`src/rtl/lsu_mem_sequencer_if.sv`:
```
// LSU request/response channel plus single-port dmem beat bus.
// slave: sequencer side; master: LSU + memory side.
interface lsu_mem_sequencer_if #(
  parameter int AW = 9
);
  logic          i_req_valid;
  logic          o_req_ready;
  logic [31:0]   i_req_addr;
  logic [1:0]    i_req_size;
  logic          i_req_signed;
  logic          i_req_wren;
  logic [31:0]   i_req_wdata;
  logic          o_rsp_valid;
  logic          i_rsp_ready;
  logic [31:0]   o_rsp_rdata;
  logic          o_rsp_err;
  logic          o_mem_en;
  logic          o_mem_wren;
  logic [AW-1:0] o_mem_addr;
  logic [3:0]    o_mem_bmask;
  logic [31:0]   o_mem_wdata;
  logic [31:0]   i_mem_rdata;

  modport slave (
    input  i_req_valid, i_req_addr, i_req_size,
    input  i_req_signed, i_req_wren, i_req_wdata,
    input  i_rsp_ready, i_mem_rdata,
    output o_req_ready, o_rsp_valid, o_rsp_rdata,
    output o_rsp_err, o_mem_en, o_mem_wren,
    output o_mem_addr, o_mem_bmask, o_mem_wdata
  );

  modport master (
    output i_req_valid, i_req_addr, i_req_size,
    output i_req_signed, i_req_wren, i_req_wdata,
    output i_rsp_ready, i_mem_rdata,
    input  o_req_ready, o_rsp_valid, o_rsp_rdata,
    input  o_rsp_err, o_mem_en, o_mem_wren,
    input  o_mem_addr, o_mem_bmask, o_mem_wdata
  );
endinterface

```
`src/rtl/lsu_mem_sequencer.sv`:
```
// Sequences LSU loads/stores onto a byte-masked 1-cycle dmem,
// splitting misaligned accesses into two beats. Ports: i_clk, i_reset_n, bus.
module lsu_mem_sequencer #(
  parameter int MEM_WORDS = 512,
  parameter int AW        = $clog2(MEM_WORDS)
) (
  input logic i_clk,
  input logic i_reset_n,
  lsu_mem_sequencer_if.slave bus
);

  typedef enum logic [2:0] {
    IDLE, BEAT0, BEAT1, CAPT, RESP
  } state_e;

  state_e        state_q;
  logic          ready_q;
  logic          rsp_valid_q;
  logic          rsp_err_q;
  logic [31:0]   rdata_q;
  logic          mem_en_q;
  logic          mem_wren_q;
  logic [AW-1:0] mem_addr_q;
  logic [3:0]    mem_bmask_q;
  logic [31:0]   mem_wdata_q;

  logic [AW-1:0] word_q;
  logic [1:0]    off_q;
  logic [1:0]    size_q;
  logic          sgn_q;
  logic          wren_q;
  logic          split_q;
  logic [3:0]    b1_mask_q;
  logic [31:0]   b1_data_q;
  logic [31:0]   lo_q;

  logic          accept;
  logic [1:0]    off_d;
  logic [2:0]    nbytes;
  logic          split_d;
  logic [32:0]   last;
  logic          err_d;
  logic [3:0]    base;
  logic [63:0]   wd;
  logic [7:0]    bm;
  logic [31:0]   lo;
  logic [31:0]   hi;
  logic [31:0]   raw;
  logic [31:0]   ext;

  assign accept = bus.i_req_valid & ready_q;
  assign off_d  = bus.i_req_addr[1:0];

  always_comb begin
    nbytes = 3'd4;
    base   = 4'b1111;
    unique case (1'b1)
      bus.i_req_size == 2'b00: begin
        nbytes = 3'd1;
        base   = 4'b0001;
      end
      bus.i_req_size == 2'b01: begin
        nbytes = 3'd2;
        base   = 4'b0011;
      end
      default: begin
        nbytes = 3'd4;
        base   = 4'b1111;
      end
    endcase
  end

  // 33-bit end address so requests near 2^32 cannot wrap into range
  assign split_d = ({1'b0, off_d} + nbytes) > 3'd4;
  assign last    = {1'b0, bus.i_req_addr}
                 + {30'b0, nbytes} - 33'd1;
  assign err_d   = (bus.i_req_size == 2'b11)
                 | (last >= 33'(4 * MEM_WORDS));
  assign wd      = {32'b0, bus.i_req_wdata} << {off_d, 3'b000};
  assign bm      = {4'b0, base} << off_d;

  // In CAPT the beat just read sits on i_mem_rdata
  always_comb begin
    lo  = split_q ? lo_q : bus.i_mem_rdata;
    hi  = split_q ? bus.i_mem_rdata : 32'b0;
    raw = 32'({hi, lo} >> {off_q, 3'b000});
    unique case (size_q)
      2'b00:   ext = {{24{sgn_q & raw[7]}}, raw[7:0]};
      2'b01:   ext = {{16{sgn_q & raw[15]}}, raw[15:0]};
      default: ext = raw;
    endcase
  end

  always_ff @(posedge i_clk or negedge i_reset_n) begin
    if (!i_reset_n) begin
      state_q     <= IDLE;
      ready_q     <= 1'b1;
      rsp_valid_q <= 1'b0;
      rsp_err_q   <= 1'b0;
      rdata_q     <= '0;
      mem_en_q    <= 1'b0;
      mem_wren_q  <= 1'b0;
      mem_addr_q  <= '0;
      mem_bmask_q <= '0;
      mem_wdata_q <= '0;
      word_q      <= '0;
      off_q       <= '0;
      size_q      <= '0;
      sgn_q       <= 1'b0;
      wren_q      <= 1'b0;
      split_q     <= 1'b0;
      b1_mask_q   <= '0;
      b1_data_q   <= '0;
      lo_q        <= '0;
    end else begin
      unique case (state_q)
        IDLE: begin
          if (accept) begin
            ready_q   <= 1'b0;
            word_q    <= bus.i_req_addr[AW+1:2];
            off_q     <= off_d;
            size_q    <= bus.i_req_size;
            sgn_q     <= bus.i_req_signed;
            wren_q    <= bus.i_req_wren;
            split_q   <= split_d;
            b1_mask_q <= bus.i_req_wren ? bm[7:4] : 4'b0;
            b1_data_q <= bus.i_req_wren ? wd[63:32] : 32'b0;
            rdata_q   <= '0;
            if (err_d) begin
              rsp_valid_q <= 1'b1;
              rsp_err_q   <= 1'b1;
              state_q     <= RESP;
            end else begin
              mem_en_q    <= 1'b1;
              mem_wren_q  <= bus.i_req_wren;
              mem_addr_q  <= bus.i_req_addr[AW+1:2];
              mem_bmask_q <= bus.i_req_wren ? bm[3:0] : 4'b0;
              mem_wdata_q <= bus.i_req_wren ? wd[31:0] : 32'b0;
              state_q     <= BEAT0;
            end
          end
        end
        BEAT0: begin
          if (split_q) begin
            mem_addr_q  <= word_q + 1'b1;
            mem_bmask_q <= b1_mask_q;
            mem_wdata_q <= b1_data_q;
            state_q     <= BEAT1;
          end else begin
            mem_en_q    <= 1'b0;
            mem_wren_q  <= 1'b0;
            mem_bmask_q <= '0;
            mem_wdata_q <= '0;
            if (wren_q) begin
              rsp_valid_q <= 1'b1;
              state_q     <= RESP;
            end else begin
              state_q     <= CAPT;
            end
          end
        end
        BEAT1: begin
          if (!wren_q) lo_q <= bus.i_mem_rdata;
          mem_en_q    <= 1'b0;
          mem_wren_q  <= 1'b0;
          mem_bmask_q <= '0;
          mem_wdata_q <= '0;
          if (wren_q) begin
            rsp_valid_q <= 1'b1;
            state_q     <= RESP;
          end else begin
            state_q     <= CAPT;
          end
        end
        CAPT: begin
          rdata_q     <= ext;
          rsp_valid_q <= 1'b1;
          state_q     <= RESP;
        end
        RESP: begin
          if (bus.i_rsp_ready) begin
            rsp_valid_q <= 1'b0;
            rsp_err_q   <= 1'b0;
            rdata_q     <= '0;
            ready_q     <= 1'b1;
            state_q     <= IDLE;
          end
        end
        default: state_q <= IDLE;
      endcase
    end
  end

  assign bus.o_req_ready = ready_q;
  assign bus.o_rsp_valid = rsp_valid_q;
  assign bus.o_rsp_err   = rsp_err_q;
  assign bus.o_rsp_rdata = rdata_q;
  assign bus.o_mem_en    = mem_en_q;
  assign bus.o_mem_wren  = mem_wren_q;
  assign bus.o_mem_addr  = mem_addr_q;
  assign bus.o_mem_bmask = mem_bmask_q;
  assign bus.o_mem_wdata = mem_wdata_q;

endmodule

```
`src/flat_wrapper.sv`:
```
// flat-port wrapper written by rule: the top's interface ports become plain ports
module lsu_mem_sequencer_flat 
#(
  parameter int MEM_WORDS = 512,
  parameter int AW        = $clog2(MEM_WORDS)
)
  (i_clk, i_reset_n, bus_i_req_valid, bus_i_req_addr, bus_i_req_size, bus_i_req_signed, bus_i_req_wren, bus_i_req_wdata, bus_i_rsp_ready, bus_i_mem_rdata, bus_o_req_ready, bus_o_rsp_valid, bus_o_rsp_rdata, bus_o_rsp_err, bus_o_mem_en, bus_o_mem_wren, bus_o_mem_addr, bus_o_mem_bmask, bus_o_mem_wdata);
  lsu_mem_sequencer_if #(.AW(AW)) bus_i ();
  input logic i_clk;
  input logic i_reset_n;
  input wire logic [$bits(bus_i.i_req_valid)-1:0] bus_i_req_valid;
  input wire logic [$bits(bus_i.i_req_addr)-1:0] bus_i_req_addr;
  input wire logic [$bits(bus_i.i_req_size)-1:0] bus_i_req_size;
  input wire logic [$bits(bus_i.i_req_signed)-1:0] bus_i_req_signed;
  input wire logic [$bits(bus_i.i_req_wren)-1:0] bus_i_req_wren;
  input wire logic [$bits(bus_i.i_req_wdata)-1:0] bus_i_req_wdata;
  input wire logic [$bits(bus_i.i_rsp_ready)-1:0] bus_i_rsp_ready;
  input wire logic [$bits(bus_i.i_mem_rdata)-1:0] bus_i_mem_rdata;
  output wire logic [$bits(bus_i.o_req_ready)-1:0] bus_o_req_ready;
  output wire logic [$bits(bus_i.o_rsp_valid)-1:0] bus_o_rsp_valid;
  output wire logic [$bits(bus_i.o_rsp_rdata)-1:0] bus_o_rsp_rdata;
  output wire logic [$bits(bus_i.o_rsp_err)-1:0] bus_o_rsp_err;
  output wire logic [$bits(bus_i.o_mem_en)-1:0] bus_o_mem_en;
  output wire logic [$bits(bus_i.o_mem_wren)-1:0] bus_o_mem_wren;
  output wire logic [$bits(bus_i.o_mem_addr)-1:0] bus_o_mem_addr;
  output wire logic [$bits(bus_i.o_mem_bmask)-1:0] bus_o_mem_bmask;
  output wire logic [$bits(bus_i.o_mem_wdata)-1:0] bus_o_mem_wdata;
  assign bus_i.i_req_valid = bus_i_req_valid;
  assign bus_i.i_req_addr = bus_i_req_addr;
  assign bus_i.i_req_size = bus_i_req_size;
  assign bus_i.i_req_signed = bus_i_req_signed;
  assign bus_i.i_req_wren = bus_i_req_wren;
  assign bus_i.i_req_wdata = bus_i_req_wdata;
  assign bus_i.i_rsp_ready = bus_i_rsp_ready;
  assign bus_i.i_mem_rdata = bus_i_mem_rdata;
  assign bus_o_req_ready = bus_i.o_req_ready;
  assign bus_o_rsp_valid = bus_i.o_rsp_valid;
  assign bus_o_rsp_rdata = bus_i.o_rsp_rdata;
  assign bus_o_rsp_err = bus_i.o_rsp_err;
  assign bus_o_mem_en = bus_i.o_mem_en;
  assign bus_o_mem_wren = bus_i.o_mem_wren;
  assign bus_o_mem_addr = bus_i.o_mem_addr;
  assign bus_o_mem_bmask = bus_i.o_mem_bmask;
  assign bus_o_mem_wdata = bus_i.o_mem_wdata;
  lsu_mem_sequencer #(.MEM_WORDS(MEM_WORDS), .AW(AW)) u_core (.i_clk(i_clk), .i_reset_n(i_reset_n), .bus(bus_i));
endmodule
```
`config.mk`:
```
export PLATFORM = sky130hd
export DESIGN_NAME = lsu_mem_sequencer_flat
export DESIGN_NICKNAME = d
export VERILOG_FILES = /design/src/rtl/lsu_mem_sequencer_if.sv /design/src/rtl/lsu_mem_sequencer.sv /design/src/flat_wrapper.sv
export SDC_FILE = /design/constraint.sdc
export NUM_CORES = 1
export LEC_CHECK = 0
export CAP_MARGIN = 15
export CORE_ASPECT_RATIO = 0.8
export CORE_MARGIN = 4
export CORE_UTILIZATION = 30
export DETAILED_ROUTE_END_ITERATION = 16
export GPL_ROUTABILITY_DRIVEN = 1
export MAX_ROUTING_LAYER = met4
export PLACE_DENSITY = 0.57
export SYNTH_ARGS = -nofsm -noshare
export SYNTH_HDL_FRONTEND = slang
export SYNTH_SLANG_ARGS = --single-unit
```
`constraint.sdc`:
```
create_clock -name i_clk -period 3 [get_ports i_clk]
set_clock_uncertainty 0.05 [all_clocks]
set_input_delay 0.6 -clock i_clk [delete_from_list [all_inputs] [get_ports i_clk]]
set_output_delay 0.6 -clock i_clk [all_outputs]
set_load 0.05 [all_outputs]
```
# Yosys cells after proc, flatten, opt, wreduce, memory -nomap -nowiden

Index checks and enable logic that the tools add are counted.
Widths: inputs -> output; s select.

Equal/unequal tests: 13
Multipliers: 0
Shift-type cells: 3
Bitwise gates (word level): 5
Add/subtract/negate cells: 4
Muxes and demuxes: 47
Divide/modulo/power cells: 0
Magnitude comparators: 2
Reductions and logical operators: 18

Operators by type and width:

| operator              | number |
|---|---|
| $mux 32               | 9 |
| $pmux 32 s3           | 2 |
| $pmux 32 s2           | 1 |
| $shl 32x5->64         | 1 |
| $shr 64x5->32         | 1 |
| $add 32x3->33         | 1 |
| $ge 33x12->1 const B  | 1 |
| $sub 33x1->33 const B | 1 |
| $mux 9                | 3 |
| $mux 4                | 5 |
| $pmux 9 s2            | 1 |
| $mux 3                | 5 |
| $pmux 3 s5            | 1 |
| $mux 1                | 12 |
| $pmux 4 s3            | 1 |
| $reduce_and 4->1      | 3 |
| $add 9x1->9 const B   | 1 |
| $reduce_and 3->1      | 3 |
| $pmux 4 s2            | 1 |
| $shl 4x2->8           | 1 |
| $eq 3x2->1 const B    | 2 |
| $ne 2x1->1 const B    | 3 |
| $ne 2x2->1 const B    | 3 |
| $pmux 1 s3            | 2 |
| 19 further kinds      | 28 |

Bits in latches: 0
Input bits: 104
RAM bits: 0
Output and inout bits: 82
Memory bits (read-only): 0
Memories: 0
Word-level logic and storage cells: 111
Register bits after elaboration: 169

# Longest topological paths before layout

Gate-level depths: netlist of the first run.

Word-level depth: 9
Depth in mapped cells: 19

# Worst setup path after synthesis of the first run

Ideal clock, no wire load.

Path kind: input -> register
Start: input bus_i_req_addr[1]
End: register u_core.mem_addr_q[0], in the netlist u_core.bus.o_mem_addr[0]
Slack: -1,523 ps
Stages: 17
Data required time: 2,825 ps
Arrival: 4,348 ps
Library setup time: 125 ps
Cells stage by stage: clkbuf_1 > inv_1 > ha_1 > inv_1 > ha_1 > inv_1 > fa_1 > and2b_1 > o2111ai_2 > a211oi_2 > o21a_1 > o221ai_1 > a2111oi_4 > nand4_1 > nor4_4 > a21oi_4 > mux2_4

Word-level cells in the longest chain between the ends: 6

RTL lines:

| what                              | RTL line                 | source |
|---|---|---|
| start, declared                   | flat_wrapper.sv:12       | `input wire logic [$bits(bus_i.i_req_addr)-1:0] bus_i_req_addr;` |
| $add 32x3->33                     | lsu_mem_sequencer.sv:76  | `+ {30'b0, nbytes} - 33'd1;` |
| $sub 33x1->33                     | lsu_mem_sequencer.sv:76  |  |
| $ge 33x12->1                      | lsu_mem_sequencer.sv:78  | `\| (last >= 33'(4 * MEM_WORDS));` |
| $or 1x1->1                        | lsu_mem_sequencer.sv:78  |  |
| $ne 2x2->1 (no source line)       | n/a                      |  |
| $reduce_and 4->1 (no source line) | n/a                      |  |
| end signal, assigned              | lsu_mem_sequencer.sv:136 | `mem_addr_q <= bus.i_req_addr[AW+1:2];` |
| end signal, assigned              | lsu_mem_sequencer.sv:145 | `mem_addr_q <= word_q + 1'b1;` |
| end, declared                     | lsu_mem_sequencer.sv:23  | `logic [AW-1:0] mem_addr_q;` |

No other way between the ends.
A chain may end at the register's enable or synchronous reset.

# Worst setup path after layout of the first run

Start: input bus_i_req_size[1]
End: register u_core.mem_wdata_q[8], in the netlist u_core.bus.o_mem_wdata[8]

Word-level cells in the longest chain between the ends: 8
Elaborated cells between the ends (all ways): 10

RTL lines:

| what                                          | RTL line                                         | source |
|---|---|---|
| start, declared                               | flat_wrapper.sv:13                               | `input wire logic [$bits(bus_i.i_req_size)-1:0] bus_i_req_size;` |
| $eq 2x1->1 or $logic_not 2->1 (tied branches) | lsu_mem_sequencer.sv:62, lsu_mem_sequencer.sv:58 |  |
| $pmux 3 s2                                    | lsu_mem_sequencer.sv:57                          | `unique case (1'b1)` |
| $add 32x3->33                                 | lsu_mem_sequencer.sv:76                          |  |
| $sub 33x1->33                                 | lsu_mem_sequencer.sv:76                          |  |
| $ge 33x12->1                                  | lsu_mem_sequencer.sv:78                          |  |
| $or 1x1->1 (*)                                | lsu_mem_sequencer.sv:78                          |  |
| $ne 2x2->1 (no source line) (*)               | n/a                                              |  |
| $reduce_and 3->1 (no source line) (*)         | n/a                                              |  |
| end signal, assigned                          | lsu_mem_sequencer.sv:138                         | `mem_wdata_q <= bus.i_req_wren ? wd[31:0] : 32'b0;` |
| end signal, assigned                          | lsu_mem_sequencer.sv:147                         | `mem_wdata_q <= b1_data_q;` |
| end, declared                                 | lsu_mem_sequencer.sv:25                          | `logic [31:0] mem_wdata_q;` |

Every way passes the cells marked *; elsewhere a longest branch is shown, timed or not.

==> impl_metrics.csv, run 1 <==
group,metric,value,unit
outcome,status,"finished, violations left",
outcome,violations,"negative setup slack",
global_routing,grt_pass1_vias,10152,
power_and_ir_drop,power_density,481,mW/mm²
final_layout,finalInstanceArea,0.0155,mm²
floorplan,die_h,179,µm
final_layout,multi_input_area,0.00658,mm²
sta,min_period,4.08,ns
final_layout,final_common_cell,"buf_4",
global_routing,grt_pass1_wl,58300,µm
clock_tree,cts_max_path_buffers,2,
power_and_ir_drop,power_frac_comb,0.369,
detailed_routing,post_drt_wl_per_cell,18.6,µm
detailed_routing,viasPerCell,5.08,
clock_tree,cts_sinks,160,
global_routing,grt_max_degree,51,
final_layout,final_cells,2006,
sta,slew_violations,0,
final_layout,antenna_cells,0,
sta,min_period_over_period,1.36,
floorplan,ios,186,
sta,fmax,0.245,GHz
floorplan,core,0.0360,mm²
sta,slew_headroom,0.359,
global_routing,antenna_found_initial,0,
sta,fin_tns_setup,-52.74,ns
floorplan,fp.dieW,222,µm
floorplan,die_area,0.0396,mm²
final_layout,seq_area,0.00401,mm²
setup_path,worstPathRequired,3.27,ns
clock_tree,cts_root_buffer,"clkbuf_16",
hold_path,hold_class,"in -> async",
setup_path,arrival,4.36,ns
sta,layout_setup_ws,-1.08,ns
setup_path,crit_path_start_kind,"input pin",
power_and_ir_drop,leakage,7.12,nW
synth,ys_seq_elements,160,
floorplan,initial_core_util,0.304,
final_layout,final_layout_size_suffix_gt1_frac,0.252,
power_and_ir_drop,p_seq_frac,0.343,
setup_path,worstSetupPathType,"in -> reg",
synth,syn_area,0.0110,mm²
placement,dpl.cell_count,1956,
setup_path,r2r-end,"u_core.bus.o_rsp_rdata[20]$_DFFE_PN0P_",
detailed_routing,vias,10196,
setup_path,path_cells,"buf_8 > or2_4 > ha_4 > inv_2 > ha_4 > inv_2 > fa_2 > and2b_2 > o2111ai_4 > a211oi_4 > o21bai_2 > a21o_1 > a2111oi_4 > nand4_2 > nor4b_4 > buf_4 > o21ai_4 > buf_12 > buf_16 > mux2_4",
detailed_routing,firstDrtPassIters,5,
clock_tree,worstSkewPairLatency,0.43,ns
synth,yosysUniqueCellTypes,81,
setup_path,r2r_setup_slack,0.58,ns
sta,setup_viol,51,
global_routing,grt_util_all_layers,0.190,
synth,async_flop_share,1.00,
synth,seq_area_frac_synth,0.366,
placement,hpwl,28700,µm
setup_path,slowest_delay,0.36,ns
final_layout,mostFrequentLayoutCells,"182 x buf_4, 179 x nand2_1, 179 x clkdlybuf4s50_1",
job,cap_violations,0,
final_layout,area_growth,41.4,%
power_and_ir_drop,power_switching,2.77,mW
final_layout,num-nets-final,1657,
synth,synth_edf_count,0,
detailed_routing,drtIter0Drc,661,
setup_path,cp_slowest_cell,"fa_2",
clock_tree,htreeDepth,4,
setup_path,critPathCaptureType,"register",
synth,syn_avg_cell_area,9.18,µm²
floorplan,num_rows,62,
detailed_routing,drt_drc_violations_left,0,
clock_tree,clkTransAtPathRegs,0.07,ns
sta,rsz0062_at_grt,"true",
power_and_ir_drop,p_sw_frac,0.372,
synth,yosysWarningCount,0,
sta,whs,0.0588,ns
power_and_ir_drop,worst_ir_drop_vdd,0.000354,V
synth,syn_nets,1336,
detailed_routing,wirelength,37300,µm
setup_path,reg2reg_from,"u_core.split_q$_DFFE_PN0P_",
power_and_ir_drop,pwr-share-clk,0.288,
global_routing,grt_overflow_total,0,
sta,hold_violations,0,
placement,port_buffers,185,
setup_path,worstRegToRegCells,7,
setup_path,cp_max_fo,7,
clock_tree,cts_inserted_buffers,17,
synth,syn_inst,1193,
power_and_ir_drop,p_int,4.68,mW
detailed_routing,drtAntennaViolNets,0,
placement,dpl_worst_slack,-2.09,ns
synth,synth_top_flop_cell,"dfrtp_1",
clock_tree,cts_tree,"done",
sta,worstMarginPinSlew,0.957,ns
placement,placed_area,0.0145,mm²
final_layout,fill_cells,3553,
placement,gp_congestion,0.889,
## sequential cells by signal, indices dropped and copies added (netlist names)
register and count:
u_core.bus.o_mem_wdata 32, u_core.bus.o_rsp_rdata 32, u_core.lo_q 32, u_core.b1_data_q 24
u_core.bus.o_mem_addr 9, u_core.word_q 9, u_core.bus.o_mem_bmask 4, u_core.b1_mask_q 3
u_core.state_q 3, u_core.off_q 2, u_core.size_q 2, u_core.bus.o_mem_en 1
u_core.bus.o_mem_wren 1, u_core.bus.o_req_ready 1, u_core.bus.o_rsp_err 1, u_core.bus.o_rsp_valid 1
u_core.sgn_q 1, u_core.split_q 1, u_core.wren_q 1
## repair_timing
item | in CTS | in global routing
hold endpoints to repair | 0 | 0
hold buffers | 0 | 0
buffers inserted | 9 | 7
endpoints found under the setup margin | 51 | 51
cloned | 3 | 0
pin swaps | 20 | 15
resized for setup | 43 | 18
## synthesized netlist by cell type, types with 15 or more instances
cell type  number  area, µm²
o21ai_0       107        536
a31oi_1        22        138
a21oi_1        65        325
a22o_1         16        140
dfrtp_1       159       3980
nand2_1       180        676
a21o_1         18        135
a22oi_1        16        120
nor3_1         15       75.1
nor2_1         50        188
ha_1           37        463
mux2_2         54        608
nand3_1        24        120
buf_2          15       75.1
inv_1          58        218
clkbuf_1       52        195
mux2i_1        62        621
mux2_4         29        435
## through the flow
| stage | total power [mW] | util |
|---|---|---|
| 3_5_place_dp | 5.29 | 0.403 |
| 3_3_place_gp | 5.25 | 0.403 |
| 5_1_grt | 7.89 | 0.430 |
| 4_1_cts | 7.47 | 0.426 |
| 2_1_floorplan | 4.19 | - |
| 6_report | 7.45 | 0.430 |
## worst max path at each step
stage | startpoint | endpoint | slack [ns] | cells after the start
2_1_floorplan | bus_i_req_size[1] | u_core.bus.o_mem_addr[0]$_DFFE_PN0P_ | -1.29 | 17
3_3_place_gp | bus_i_req_size[0] | u_core.bus.o_mem_wdata[2]$_DFFE_PN0P_ | -1.96 | 19
3_5_place_dp | bus_i_req_size[0] | u_core.bus.o_mem_bmask[0]$_DFFE_PN0P_ | -2.09 | 20
4_1_cts | bus_i_req_size[1] | u_core.bus.o_mem_wdata[17]$_DFFE_PN0P_ | -1.24 | 19
5_1_grt | bus_i_req_size[1] | u_core.bus.o_mem_wdata[18]$_DFFE_PN0P_ | -1.21 | 20
6_report | bus_i_req_size[1] | u_core.bus.o_mem_wdata[8]$_DFFE_PN0P_ | -1.08 | 20
## critical path: cells and delay by family
family                   cells  cell delay, ns
AO/OA/AOI/OAI                6            1.24
buffers and inverters        6            0.67
AND/OR/NAND/NOR              4            0.89
adder cells (fa/ha/maj)      3            0.65
multiplexers                 1            0.29
## metal layers
layer  vias to the layer above  GRT usage  share of wire
met5                         -          -              0
met4                         0     0.0328         0.0080
met3                        20     0.0270          0.041
met2                       252      0.299           0.46
met1                      4956      0.267           0.49
li1                       4968          -              -
## cell type report
| class | count | area share |
|---|---|---|
| Multi-Input combinational cell | 894 | 0.425 |
| Sequential cell | 160 | 0.259 |
| Timing Repair Buffer | 383 | 0.227 |
| Tap cell | 480 | 0.0388 |
| Clock buffer | 19 | 0.0286 |
| Inverter | 58 | 0.0142 |
| Clock inverter | 12 | 0.00816 |
## cells by family (layout without fill, tap and decap cells)
kind of cell    after synthesis  count (layout)  share of synthesized area
flops                       160             160                      0.366
fa+ha+maj                    39              39                     0.0459
mux                         153             153                      0.168
compound gates              343             343                      0.207
simple gates                338             338                      0.143
buf+inv                     139             472                     0.0529
xor+xnor                     21              21                     0.0168
## power by group through the flow
| stage | Sequential, mW | Combinational [mW] | Clock (mW) |
|---|---|---|---|
| after floorplan | 2.51 | 1.68 | 0 |
| after global routing | 2.58 | 3.01 | 2.30 |
| after CTS | 2.55 | 2.72 | 2.20 |
| after global placement | 2.58 | 2.67 | 0 |
| final | 2.56 | 2.75 | 2.14 |
| after detailed placement | 2.59 | 2.69 | 0 |
(Power assumes the default switching activity.)
==> inputs of run 2 (changes only) <==
Settings changed: PLACE_DENSITY 0.57 to 0.54, SETUP_SLACK_MARGIN set to 0.02.
==> run 2 against run 1 <==
  * The flow still finishes with violations (negative setup slack)
  * Non-clock buffer count grew 6
  * Clock-buffer cell count shrank 1
  * Total power grew 1.4%
  * Largest cell class unchanged
  * Utilization grew 0.71 points
  * Combinational power is essentially flat
  * Die area is the same
  * Sequential power is essentially flat
  * Final cell count grew 0.45%
  * Flip-flop and latch count is the same
  * Clock power grew 6%
==> impl_metrics.csv, run 2 (same netlist as run 1, synthesis figures left out) <==
group,metric,value,unit
sta,hold_violations,0,
final_layout,num-nets-final,1664,
sta,layout_setup_ws,-1.04,ns
placement,gp_congestion,0.872,
setup_path,worstPathRequired,3.28,ns
floorplan,core,0.0360,mm²
floorplan,num_rows,62,
final_layout,final_cells,2015,
clock_tree,cts_tree,"done",
power_and_ir_drop,power_density,480,mW/mm²
detailed_routing,vias,10375,
setup_path,cp_max_fo,7,
setup_path,crit_path_start_kind,"input pin",
sta,fmax,0.248,GHz
global_routing,grt_max_degree,63,
clock_tree,cts_inserted_buffers,17,
final_layout,finalInstanceArea,0.0157,mm²
detailed_routing,wirelength,38100,µm
sta,min_period_over_period,1.35,
sta,whs,0.0499,ns
floorplan,die_area,0.0396,mm²
setup_path,path_common_cell,"buf_4",
placement,dpl.cell_count,1960,
floorplan,ios,186,
outcome,status,"finished, violations left",
setup_path,slowest_delay,0.52,ns
detailed_routing,drtAntennaViolNets,0,
setup_path,critPathCaptureType,"register",
sta,slew_headroom,0.448,
sta,rsz0062_at_grt,"true",
setup_path,arrival,4.32,ns
sta,min_period,4.04,ns
clock_tree,cts_root_buffer,"clkbuf_16",
clock_tree,cts_max_path_buffers,2,
global_routing,grt_overflow_total,0,
outcome,violations,"negative setup slack",
detailed_routing,post_drt_wl_per_cell,18.9,µm
final_layout,area_growth,43.7,%
global_routing,grt_util_all_layers,0.194,
power_and_ir_drop,leakage,7.24,nW
power_and_ir_drop,worst_ir_drop_vdd,0.000282,V
setup_path,worstSetupPathType,"in -> reg",
clock_tree,ctsHoldBuffers,0,
job,cap_violations,0,
sta,setup_viol,51,
clock_tree,htreeDepth,4,
clock_tree,worstSkewPairLatency,0.44,ns
final_layout,final_layout_size_suffix_gt1_frac,0.267,
placement,hpwl,28900,µm
clock_tree,cts_sinks,160,
placement,placed_area,0.0145,mm²
global_routing,antenna_found_initial,1,
sta,slew_violations,0,
floorplan,die_h,179,µm
global_routing,grt_pass1_vias,10211,
floorplan,fp.dieW,222,µm
power_and_ir_drop,total_power,7.56,mW
detailed_routing,firstDrtPassIters,5,
final_layout,mostFrequentLayoutCells,"191 x buf_4, 179 x nand2_1, 176 x clkdlybuf4s50_1",
clock_tree,clkTransAtPathRegs,0.08,ns
detailed_routing,drtIter0Drc,776,
final_layout,final_common_cell,"buf_4",
setup_path,path_cells,"clkdlybuf4s50_1 > inv_1 > ha_1 > a21o_1 > buf_4 > a31o_1 > o211ai_2 > and3_1 > mux2_2 > a2111oi_4 > nand4_2 > nor4b_4 > buf_4 > o21ai_4 > buf_12 > buf_16 > mux2_4",
sta,fin_tns_setup,-49.20,ns
detailed_routing,drt_drc_violations_left,0,
global_routing,grt_pass1_wl,59500,µm
detailed_routing,viasPerCell,5.15,
hold_path,hold_class,"in -> async",
sta,worstMarginPinSlew,0.824,ns
placement,port_buffers,185,
setup_path,cp_slowest_cell,"clkdlybuf4s50_1",
floorplan,initial_core_util,0.304,
[run 2: changes by cell type in the layout (fill, tap and decap cells not counted), sizes merged, moves of 2 or more]
cell,delta
buf,+4
dlygate4sd2,+2
clkinvlp,-3
clkinv,+2
inv,+3
clkdlybuf4s50,-3
[run 2: path summary, 6_finish.rpt]
check | startpoint | end | slack (ns) | cells after the start
setup / recovery | bus_i_req_addr[4] | u_core.bus.o_mem_wdata[6]$_DFFE_PN0P_ | -1.04 | 17
hold / removal | i_reset_n | u_core.b1_data_q[20]$_DFFE_PN0P_ | 0.05 | 1
setup reg to reg | u_core.state_q[1]$_DFFE_PN0P_ | u_core.b1_data_q[1]$_DFFE_PN0P_ | 0.47 | 4
hold reg to reg | u_core.b1_data_q[16]$_DFFE_PN0P_ | u_core.b1_data_q[16]$_DFFE_PN0P_ | 0.42 | 2
max in group asynchronous | i_reset_n | u_core.lo_q[28]$_DFFE_PN0P_ | 2.02 | 2
min in group i_clk | u_core.b1_data_q[16]$_DFFE_PN0P_ | u_core.b1_data_q[16]$_DFFE_PN0P_ | 0.42 | 2
[run 2: power breakdown]
group / internal, mW / switching, mW / leakage (nW)
sequential: 2.32 / 0.206 / 2.20
clock: 1.21 / 1.04 / 0.296
combinational: 1.19 / 1.58 / 4.75
[run 2: timing repair]
| item | CTS | global route |
|---|---|---|
| gates cloned | 4 | 1 |
| buffers inserted | 15 | 2 |
| endpoints found under the setup margin | 51 | 51 |
| pin swaps | 25 | 9 |
| resized for setup | 64 | 26 |
[run 2: layout make-up]
| type | instances | area [µm²] |
|---|---|---|
| Inverter | 58 | 223 |
| Fill cell | 3579 | 20300 |
| Multi-Input combinational cell | 895 | 6760 |
| Clock buffer | 18 | 439 |
| Sequential cell | 160 | 4010 |
| Clock inverter | 14 | 164 |
| Timing Repair Buffer | 389 | 3540 |
| Tap cell | 480 | 601 |
| Antenna cell | 1 | 2.50 |
[run 2: worst max-delay path: cells and delay by family]
family	cells	cell delay, ns
and+or+nand+nor	3	0.62
adders and majority gates	1	0.19
muxes	2	0.65
buffers and inverters	6	1.22
AOI/OAI and AO/OA	5	1.04
[run 2: metal layers]
layer | share of wire | wire length, µm | global-route usage
met5 | 0 | 0 | -
met4 | 0.015 | 574 | 0.0426
met3 | 0.045 | 1710 | 0.0326
met2 | 0.45 | 17100 | 0.295
met1 | 0.49 | 18700 | 0.275
[run 2: stage by stage]
step                utilization  worst slack, ns
floorplan                     -            -1.29
global placement          0.403            -1.98
detailed placement        0.403            -2.07
CTS                       0.432            -1.12
global route              0.437            -1.19
finish                    0.437            -1.04
==> inputs of run 3 (changes only) <==
Settings changed: CORE_ASPECT_RATIO 0.8 to unset, PLACE_DENSITY 0.54 to 0.56.
Clock period 3 ns to 3.26 ns, I/O delays scaled along.
==> run 3 against run 2 <==
  * The flow still finishes with violations (negative setup slack)
  * Global-route usage shrank 1.4 points
  * Clock-buffer cell count grew 1
  * Sequential power shrank 6%
  * Wire length shrank 7.1%
  * Non-clock buffer count shrank 10
  * Sequential share of layout area grew 0.46 points
  * Final cell count shrank 1.5%
  * Combinational power shrank 13%
  * Final area shrank 1.8%
  * Clock power shrank 17%
  * Worst setup slack gained 0.18 ns
  * Register-to-register slack gained 0.34 ns
  * Critical path type unchanged
==> impl_metrics.csv, run 3 (same netlist as run 1, synthesis figures left out) <==
group,metric,value,unit
sta,setup_viol,51,
setup_path,r2r_setup_slack,0.81,ns
setup_path,endpoint,"u_core.bus.o_mem_wdata[9]$_DFFE_PN0P_",
clock_tree,htreeDepth,4,
placement,gp_congestion,0.874,
sta,rsz0062_at_grt,"true",
clock_tree,cts_sinks,160,
power_and_ir_drop,power_density,431,mW/mm²
sta,slew_violations,0,
floorplan,die_area,0.0396,mm²
global_routing,grt_pass1_wl,55600,µm
placement,port_buffers,185,
floorplan,die_h,199,µm
sta,fmax,0.243,GHz
global_routing,grt.busiest_layer,"met2",
setup_path,crit_start,"bus_i_req_size[0]",
final_layout,antenna_cells,0,
sta,fin_tns_setup,-40.35,ns
setup_path,cp_max_fo,8,
clock_tree,cts_tree,"done",
detailed_routing,drt_drc_violations_left,0,
sta,worstMarginPinSlew,0.910,ns
detailed_routing,post_drt_wl_per_cell,17.9,µm
hold_path,hold_class,"in -> async",
global_routing,grt_pass1_vias,10194,
sta,layout_setup_ws,-0.854,ns
sta,slew_headroom,0.391,
sta,min_period_over_period,1.26,
clock_tree,cts_max_path_buffers,2,
job,cap_violations,0,
global_routing,antenna_found_initial,0,
clock_tree,cts_inserted_buffers,17,
setup_path,worstPathRequired,3.52,ns
detailed_routing,drtIter0Drc,566,
clock_tree,clkTransAtPathRegs,0.07,ns
final_layout,final_layout_size_suffix_gt1_frac,0.250,
final_layout,fill_cells,3464,
global_routing,grt_util_all_layers,0.180,
detailed_routing,wirelength,35400,µm
clock_tree,worstSkewPairLatency,0.44,ns
placement,hpwl,26700,µm
setup_path,worstRegToRegCells,9,
global_routing,grt_max_degree,73,
floorplan,initial_core_util,0.306,
setup_path,worstSetupPathType,"in -> reg",
clock_tree,cts_root_buffer,"clkbuf_16",
global_routing,grt_overflow_total,0,
setup_path,critPathCaptureType,"register",
detailed_routing,firstDrtPassIters,5,
final_layout,mostFrequentLayoutCells,"179 x nand2_1, 179 x clkdlybuf4s50_1, 175 x buf_4",
detailed_routing,vias,10287,
global_routing,met2_usage,0.299,
power_and_ir_drop,leakage,7.11,nW
final_layout,area_growth,41.2,%
setup_path,crit_path_start_kind,"input pin",
setup_path,reg2reg_from,"u_core.split_q$_DFFE_PN0P_",
final_layout,num-nets-final,1653,
floorplan,num_rows,69,
sta,min_period,4.11,ns
global_routing,grtUsageMet3,0.0282,
outcome,status,"finished, violations left",
power_and_ir_drop,worst_ir_drop_vdd,0.000405,V
floorplan,fp.dieW,199,µm
outcome,violations,"negative setup slack",
global_routing,grtUsageMet1,0.229,
floorplan,ios,186,
sta,hold_violations,0,
detailed_routing,viasPerCell,5.18,
setup_path,arrival,4.37,ns
floorplan,core,0.0358,mm²
detailed_routing,drtAntennaViolNets,0,
setup_path,r2r-end,"u_core.bus.o_rsp_rdata[19]$_DFFE_PN0P_",
power_and_ir_drop,total_power,6.67,mW
==> run 3: cell count changes in the layout (fill, tap and decap cells not counted), sizes merged <==
cell,before,now
bufinv,1,0
dlymetal6s2s,1,0
diode,1,0
clkdlybuf4s50,176,179
clkdlybuf4s15,0,1
nand3,26,25
clkinv,3,4
bufbuf,1,0
dlygate4sd2,4,1
inv,67,62
clkbuf,19,20
buf,206,197
clkinvlp,1,5
==> run 3: final cells by class <==
cell class | instances | area, µm² | area share
Multi-Input combinational cell | 894 | 6620 | 0.428
Timing Repair Buffer | 379 | 3500 | 0.226
Sequential cell | 160 | 4010 | 0.259
Clock inverter | 13 | 106 | 0.00688
Clock buffer | 19 | 443 | 0.0286
Tap cell | 461 | 577 | 0.0373
Inverter | 58 | 220 | 0.0142
==> run 3: per-layer routing <==
metal | wire (µm) | share of wire
met1 | 15700 | 0.44
met2 | 17400 | 0.49
met3 | 1550 | 0.044
met5 | 0 | 0
met4 | 782 | 0.022
==> run 3: how the worst min path moves through the flow <==
stage                                        endpoint  depth (start not counted)                             start
2_1_floorplan         u_core.b1_data_q[0]$_DFFE_PN0P_                          0                         i_reset_n
3_3_place_gp         u_core.b1_data_q[17]$_DFFE_PN0P_                          2  u_core.b1_data_q[17]$_DFFE_PN0P_
3_5_place_dp         u_core.b1_data_q[22]$_DFFE_PN0P_                          2  u_core.b1_data_q[22]$_DFFE_PN0P_
4_1_cts        u_core.bus.o_rsp_rdata[21]$_DFFE_PN0P_                          1                         i_reset_n
5_1_grt        u_core.bus.o_rsp_rdata[21]$_DFFE_PN0P_                          1                         i_reset_n
6_report       u_core.bus.o_rsp_rdata[21]$_DFFE_PN0P_                          1                         i_reset_n
==> run 3: report_power, final <==
part / leakage [nW] / switching (mW) / internal, mW
sequential: 2.20 / 0.237 / 2.14
combinational: 4.66 / 1.35 / 1.07
clock: 0.255 / 0.869 / 1.01
==> run 3: repair_timing <==
item,CTS,global route
gates cloned,2,0
hold buffers,0,0
buffers inserted,13,5
gates resized for setup,57,13
pin swaps,22,12
setup endpoints to repair,51,51
==> run 3: metrics by stage <==
stage	std cells	hold slack, ns	setup slack [ns]	util	area [µm²]
2_1_floorplan	1193	0.306	-1.08	-	11000
3_3_place_gp	1934	0.401	-1.71	0.404	14500
3_5_place_dp	1934	0.409	-1.80	0.404	14500
4_1_cts	1981	0.205	-0.968	0.429	15400
5_1_grt	1984	0.224	-1.03	0.432	15500
6_report	1984	0.185	-0.854	0.432	15500
==> run 3: worst max-delay path, cell delays in order <==
cell       delay [ns]
buf_12           0.11
or2_4            0.26
ha_4             0.16
inv_2            0.05
ha_4             0.12
inv_2            0.04
fa_2             0.34
and2b_1          0.22
o2111ai_2        0.17
a211oi_2         0.24
buf_4            0.15
o21bai_4         0.06
a21o_1           0.20
a2111oi_4        0.40
nand4_2          0.16
nor4b_4          0.31
o21ai_4          0.11
buf_4            0.16
buf_12           0.14
mux2_4           0.29
==> patch 1: new RTL, flow settings as in run 1 <==
The 5 states of `state_e` get a one-hot encoding in 5 bits.
--- a/src/rtl/lsu_mem_sequencer.sv
+++ b/src/rtl/lsu_mem_sequencer.sv
@@ -9,8 +9,8 @@
   lsu_mem_sequencer_if.slave bus
 );
 
-  typedef enum logic [2:0] {
-    IDLE, BEAT0, BEAT1, CAPT, RESP
+  typedef enum logic [4:0] {
+    IDLE = 5'b00001, BEAT0 = 5'b00010, BEAT1 = 5'b00100, CAPT = 5'b01000, RESP = 5'b10000
   } state_e;
 
   state_e        state_q;
Function: same outputs for any inputs over 4 cycles, from zero or initial values and one cycle with i_reset_n low; so few cycles prove little.
==> patch 1 against run 1 <==
The run still ends with setup timing left; clock power rose by 5%; worst setup slack worse by 0.24 ns; critical path depth up 1; cell count increased by 7.0%; register-to-register slack worse by 0.27 ns; sequential cell count up 2; design area is 5.8% higher; die area up 3.2%; power increased by 15%; synthesized area grew 3.3%; wire length increased by 13%; first-iteration DRC count grew 21%; largest cell class unchanged.
==> patch 1: results (changes against run 1) <==
| Metric | Value |
|---|---|
| CP peak stage delay | `0.50 ns (was 0.36 ns)` |
| Place WS | `-2.43 ns (was -2.09 ns)` |
| 1st-pass router iterations | `5 (unchanged)` |
| CP Data Arrival Time | `4.55 ns (was 4.36 ns)` |
| DRT iter0 DRCs | `803 (was 661)` |
| Dpl hpwl | `32600 um (was 28700 um)` |
| Routability Congestion | `0.923 (was 0.889)` |
| Worst reg2reg path endpoint | `u_core.bus.o_rsp_rdata[23] (was u_core.bus.o_rsp_rdata[20])` |
| Setup_tns | `-63.33 ns (was -52.74 ns)` |
| Largest net degree at the start of global routing | `66 (was 51)` |
| Final #Nets | `1789 (was 1657)` |
| Async set-reset flop share out of synthesis | `1.00 (unchanged)` |
| Critical Path End | `u_core.bus.o_mem_wdata[12] (was u_core.bus.o_mem_wdata[8])` |
| CP max FO | `8 (was 7)` |
| FILL cells | `3665 (was 3553)` |
| Via count | `11.5k (was 10.2k)` |
| Setup ws final | `-1.33 ns (was -1.08 ns)` |
| Final Instance Area | `16400 um^2 (was 15500 um^2)` |
| Worst-Margin Slew | `1.10 ns (was 0.957 ns)` |
| Crit-path slowest cell | `or4b_1 (was fa_2)` |
| Mapped Nets | `1442 (was 1336)` |
| Worst r2r src | `u_core.split_q (unchanged)` |
| Dominant cells by area after synthesis | `dfrtp_1 (35%), mux2i_1 (6.4%), nand2_1 (6.3%) (was dfrtp_1 (36%), nand2_1 (6.2%), mux2i_1 (5.7%))` |
| Commonest cells in the netlist | `nand2_1 (190), dfrtp_1 (160), nor2_1 (80) (was nand2_1 (180), dfrtp_1 (159), o21ai_0 (107))` |
| Synth cell types | `74 (was 81)` |
| Global-route wire length before repair | `65100 um (was 58300 um)` |
| # setup viols final | `51 (unchanged)` |
| Peak supply drop | `383 uV (was 354 uV)` |
| Placed instance area | `15200 um^2 (was 14500 um^2)` |
| Critical Path Start | `bus_i_req_size[0] (was bus_i_req_size[1])` |
| Layout cells sized above 1 | `0.241 (was 0.252)` |
| Tot GR Track Use | `0.205 (was 0.190)` |
| Status | `finished, violations left (unchanged)` |
| Register area share after synthesis | `0.359 (was 0.366)` |
| Failing checks | `setup timing (unchanged)` |
| CP top delay family | `simple AND/OR/NAND/NOR gates (was compound AO/OA/AOI/OAI gates)` |
| R2R setup slack | `0.31 ns (was 0.58 ns)` |
| Static Leakage | `7.12 nW (about the same)` |
| Clk_lat worst skew | `0.43 ns (about the same)` |
| DR WL/cell | `19.6 um (was 18.6 um)` |
| Worst Reg2Reg Path Length in Cells | `7 (unchanged)` |
| Initial antenna violation count | `1 (was 0)` |
[patch 1: cell types whose count changed after synthesis, moves of 16 or more]
cell and delta:
a221oi_1 +17, a22o_1 +16, mux2_4 -29, nor2_1 +30
o211ai_1 +18, o21ai_0 -32
[patch 1: cell type report]
cell class                      count  share of cell area
Timing Repair Buffer              422               0.233
Clock buffer                       17              0.0260
Sequential cell                   162               0.248
Tap cell                          487              0.0372
Multi-Input combinational cell    994               0.434
Inverter                           49              0.0115
Clock inverter                     15              0.0106
[patch 1: repair_timing]
action                                  in CTS  in global routing
pin swaps                                   19                 25
endpoints found under the setup margin      51                 51
hold buffers                                 0                  0
gates cloned                                 1                  3
gates resized for setup                     48                 55
buffers inserted                             8                  7
[patch 1: layer usage]
metal / share of wire / track usage
met1: 0.49 / 0.302
met4: 0.017 / 0.0450
met2: 0.44 / 0.300
met3: 0.050 / 0.0260
met5: 0 / -
[patch 1: kinds of logic (layout without fill, tap and decap cells)]
logic type / count (synthesis) / in the layout / synth area share
compound gates: 392 / 392 / 0.236
fa+ha+maj: 39 / 39 / 0.0445
simple gates: 419 / 420 / 0.171
buf+inv: 144 / 503 / 0.0505
xor+xnor: 14 / 14 / 0.0108
flops: 162 / 162 / 0.359
mux: 129 / 129 / 0.128
[patch 1: power by group]
part	internal, mW	switching [mW]
logic	1.52	2.09
clock network	1.26	0.989
registers	2.47	0.268
total	5.25	3.34
[patch 1: through the flow]
| stage | hold slack (ns) | cells |
|---|---|---|
| after CTS | 0.130 | 2138 |
| after global routing | 0.133 | 2146 |
| after detailed placement | 0.416 | 2098 |
| after global placement | 0.418 | 2098 |
| after floorplan | 0.254 | 1299 |
| final | 0.0990 | 2146 |
==> patch 2: new RTL, settings of run 1 <==
Without the edit above. `MEM_WORDS` is set to 512 in 2 places; all go to 1024.
--- a/src/rtl/lsu_mem_sequencer.sv
+++ b/src/rtl/lsu_mem_sequencer.sv
@@ -1,7 +1,7 @@
 // Sequences LSU loads/stores onto a byte-masked 1-cycle dmem,
 // splitting misaligned accesses into two beats. Ports: i_clk, i_reset_n, bus.
 module lsu_mem_sequencer #(
-  parameter int MEM_WORDS = 512,
+  parameter int MEM_WORDS = 1024,
   parameter int AW        = $clog2(MEM_WORDS)
 ) (
   input logic i_clk,
--- a/src/flat_wrapper.sv
+++ b/src/flat_wrapper.sv
@@ -1,7 +1,7 @@
 // flat-port wrapper written by rule: the top's interface ports become plain ports
 module lsu_mem_sequencer_flat 
 #(
-  parameter int MEM_WORDS = 512,
+  parameter int MEM_WORDS = 1024,
   parameter int AW        = $clog2(MEM_WORDS)
 )
   (i_clk, i_reset_n, bus_i_req_valid, bus_i_req_addr, bus_i_req_size, bus_i_req_signed, bus_i_req_wren, bus_i_req_wdata, bus_i_rsp_ready, bus_i_mem_rdata, bus_o_req_ready, bus_o_rsp_valid, bus_o_rsp_rdata, bus_o_rsp_err, bus_o_mem_en, bus_o_mem_wren, bus_o_mem_addr, bus_o_mem_bmask, bus_o_mem_wdata);
Interface: changed (resized bus_o_mem_addr); port bits go from 186 to 187. No check against the original RTL was run, so the function may have changed too.
==> patch 2 against run 1 <==
The flow still finishes with violations (setup timing); maximum frequency decreased by 2.6%; sequential cell count increased by 2; hold slack improved by 0.032 ns; combinational power increased by 11%; synthesized area increased by 1.6%; power increased by 7.9%; wire length increased by 6.9%; clock power increased by 10%; design area increased by 5.1%; worst setup slack got worse by 0.11 ns.
==> patch 2: results (changes against run 1) <==
| Metric | Value |
|---|---|
| Mapped Nets | `1409 (was 1336)` |
| Bufs on Longest Clock Path | `2 (unchanged)` |
| Via density | `5.26 (was 5.08)` |
| Buffers on Ports | `186 (was 185)` |
| GR Util met2 | `0.301 (was 0.299)` |
| Global-route wire length before repair | `63000 um (was 58300 um)` |
| Met2 wire length | `18100 um (was 17200 um)` |
| # setup viols final | `52 (was 51)` |
| Setup_tns | `-56.22 ns (was -52.74 ns)` |
| Sw frac | `0.372 (about the same)` |
| GRT met1 Usage | `0.273 (was 0.267)` |
| Dpl hpwl | `29400 um (was 28700 um)` |
| Peak supply drop | `426 uV (was 354 uV)` |
| Vias in the first global route | `11.2k (was 10.2k)` |
| Cell Count, Final, Fillers Out | `2110 (was 2006)` |
| M3 GR Usage | `0.0386 (was 0.0270)` |
| Final #Nets | `1758 (was 1657)` |
| Cts bufs inserted | `17 (unchanged)` |
| Layout cells sized above 1 | `0.256 (was 0.252)` |
| Total grt overflow | `0 (unchanged)` |
| CP max FO | `5 (was 7)` |
| Static Leakage | `7.41 nW (was 7.12 nW)` |
| Mapped Avg Cell Area | `8.79 um^2 (was 9.18 um^2)` |
| Slew margin rel. | `0.553 (was 0.359)` |
| Dominant cells by area after synthesis | `dfrtp_1 (36%), nand2_1 (7.7%), mux2i_1 (6.5%) (was dfrtp_1 (36%), nand2_1 (6.2%), mux2i_1 (5.7%))` |
| Synth cell types | `68 (was 81)` |
| M1 WL | `18600 um (was 18200 um)` |
| Routability Congestion | `0.904 (was 0.889)` |
| Status | `finished, violations left (unchanged)` |
| Routed wl met3 | `2240 um (was 1530 um)` |
| Setup ws final | `-1.19 ns (was -1.08 ns)` |
| Largest net degree at the start of global routing | `65 (was 51)` |
| Failing checks | `setup timing (unchanged)` |
| Critical Path End | `u_core.bus.o_mem_wdata[10] (was u_core.bus.o_mem_wdata[8])` |
| Register area share after synthesis | `0.364 (was 0.366)` |
| DR WL/cell | `18.9 um (was 18.6 um)` |
| Initial antenna violation count | `2 (was 0)` |
| Highest Signal Layer | `met4 (unchanged)` |
| Worst reg2reg path endpoint | `u_core.bus.o_rsp_rdata[9] (was u_core.bus.o_rsp_rdata[20])` |
| Async set-reset flop share out of synthesis | `1.00 (unchanged)` |
| Commonest cells in the netlist | `nand2_1 (229), dfrtp_1 (161), o21ai_0 (107) (was nand2_1 (180), dfrtp_1 (159), o21ai_0 (107))` |
| DRT iter0 DRCs | `842 (was 661)` |
| Tot GR Track Use | `0.199 (was 0.190)` |
-- patch 2: changes by cell type after synthesis, sizes merged, moves of 11 or more --
cell / run 1 / this run
clkbuf: 53 / 71
nand2: 180 / 229
buf: 28 / 13
nor2: 50 / 61
-- patch 2: power groups by stage --
stage	logic [mW]	clock network, mW	registers, mW
floorplan	1.78	0	2.61
global placement	2.90	0	2.66
detailed placement	2.92	0	2.67
CTS	2.97	2.41	2.63
global route	3.35	2.51	2.66
finish	3.05	2.36	2.63
-- patch 2: per-stage QoR --
step / cell area, um^2 / setup WS [ns]
global route: 16300 / -1.29
CTS: 16100 / -1.20
finish: 16300 / -1.19
floorplan: 11300 / -1.58
global placement: 15000 / -2.13
detailed placement: 15000 / -2.22
-- patch 2: worst min path at each step --
stage                     slack, ns  depth (start not counted)                 start                   endpoint
after detailed placement       0.41                          2  u_core.b1_data_q[23]       u_core.b1_data_q[23]
after global routing           0.13                          1             i_reset_n  u_core.bus.o_rsp_rdata[0]
after CTS                      0.11                          1             i_reset_n  u_core.bus.o_rsp_rdata[0]
final                          0.09                          1             i_reset_n  u_core.bus.o_rsp_rdata[0]
after global placement         0.40                          2   u_core.b1_mask_q[2]        u_core.b1_mask_q[2]
after floorplan                0.25                          0             i_reset_n        u_core.b1_data_q[0]
-- patch 2: area by class of cell --
type	instances	area, um^2
antenna	2	5.00
clock buffer	18	439
clock inverter	14	179
fill	3488	20000
inverter	55	219
multi-input combinational	965	6960
sequential	162	4060
tap	480	601
timing repair buffer	414	3810
-- patch 2: repair_timing --
| item | CTS | global route |
|---|---|---|
| endpoints found under the setup margin | 52 | 52 |
| gates resized for setup | 68 | 34 |
| pin swaps | 19 | 15 |
| buffers inserted | 9 | 11 |
| cloned | 5 | 0 |
-- patch 2: cells by family (layout without fill, tap and decap cells) --
family / count (synthesis) / in the layout / share of synthesized area
adders and majority gates: 39 / 39 / 0.0452
other: 0 / 2 / 0
AOI/OAI and AO/OA: 341 / 341 / 0.204
muxes: 154 / 154 / 0.156
DFF: 162 / 162 / 0.364
xor gates and xnor gates: 24 / 24 / 0.0189
and+or+nand+nor: 407 / 407 / 0.163
buffers and inverters: 139 / 501 / 0.0488
-- patch 2: critical path, stage by stage --
cell      delay [ns]
buf_12          0.11
or2_4           0.26
ha_4            0.16
inv_2           0.05
ha_4            0.13
inv_2           0.03
fa_2            0.33
and2b_2         0.26
o31ai_4         0.06
a2111o_1        0.39
a41o_1          0.23
buf_6           0.13
buf_6           0.10
a2111o_1        0.44
nor4_4          0.34
a31o_4          0.26
buf_6           0.15
buf_16          0.12
mux2_4          0.29
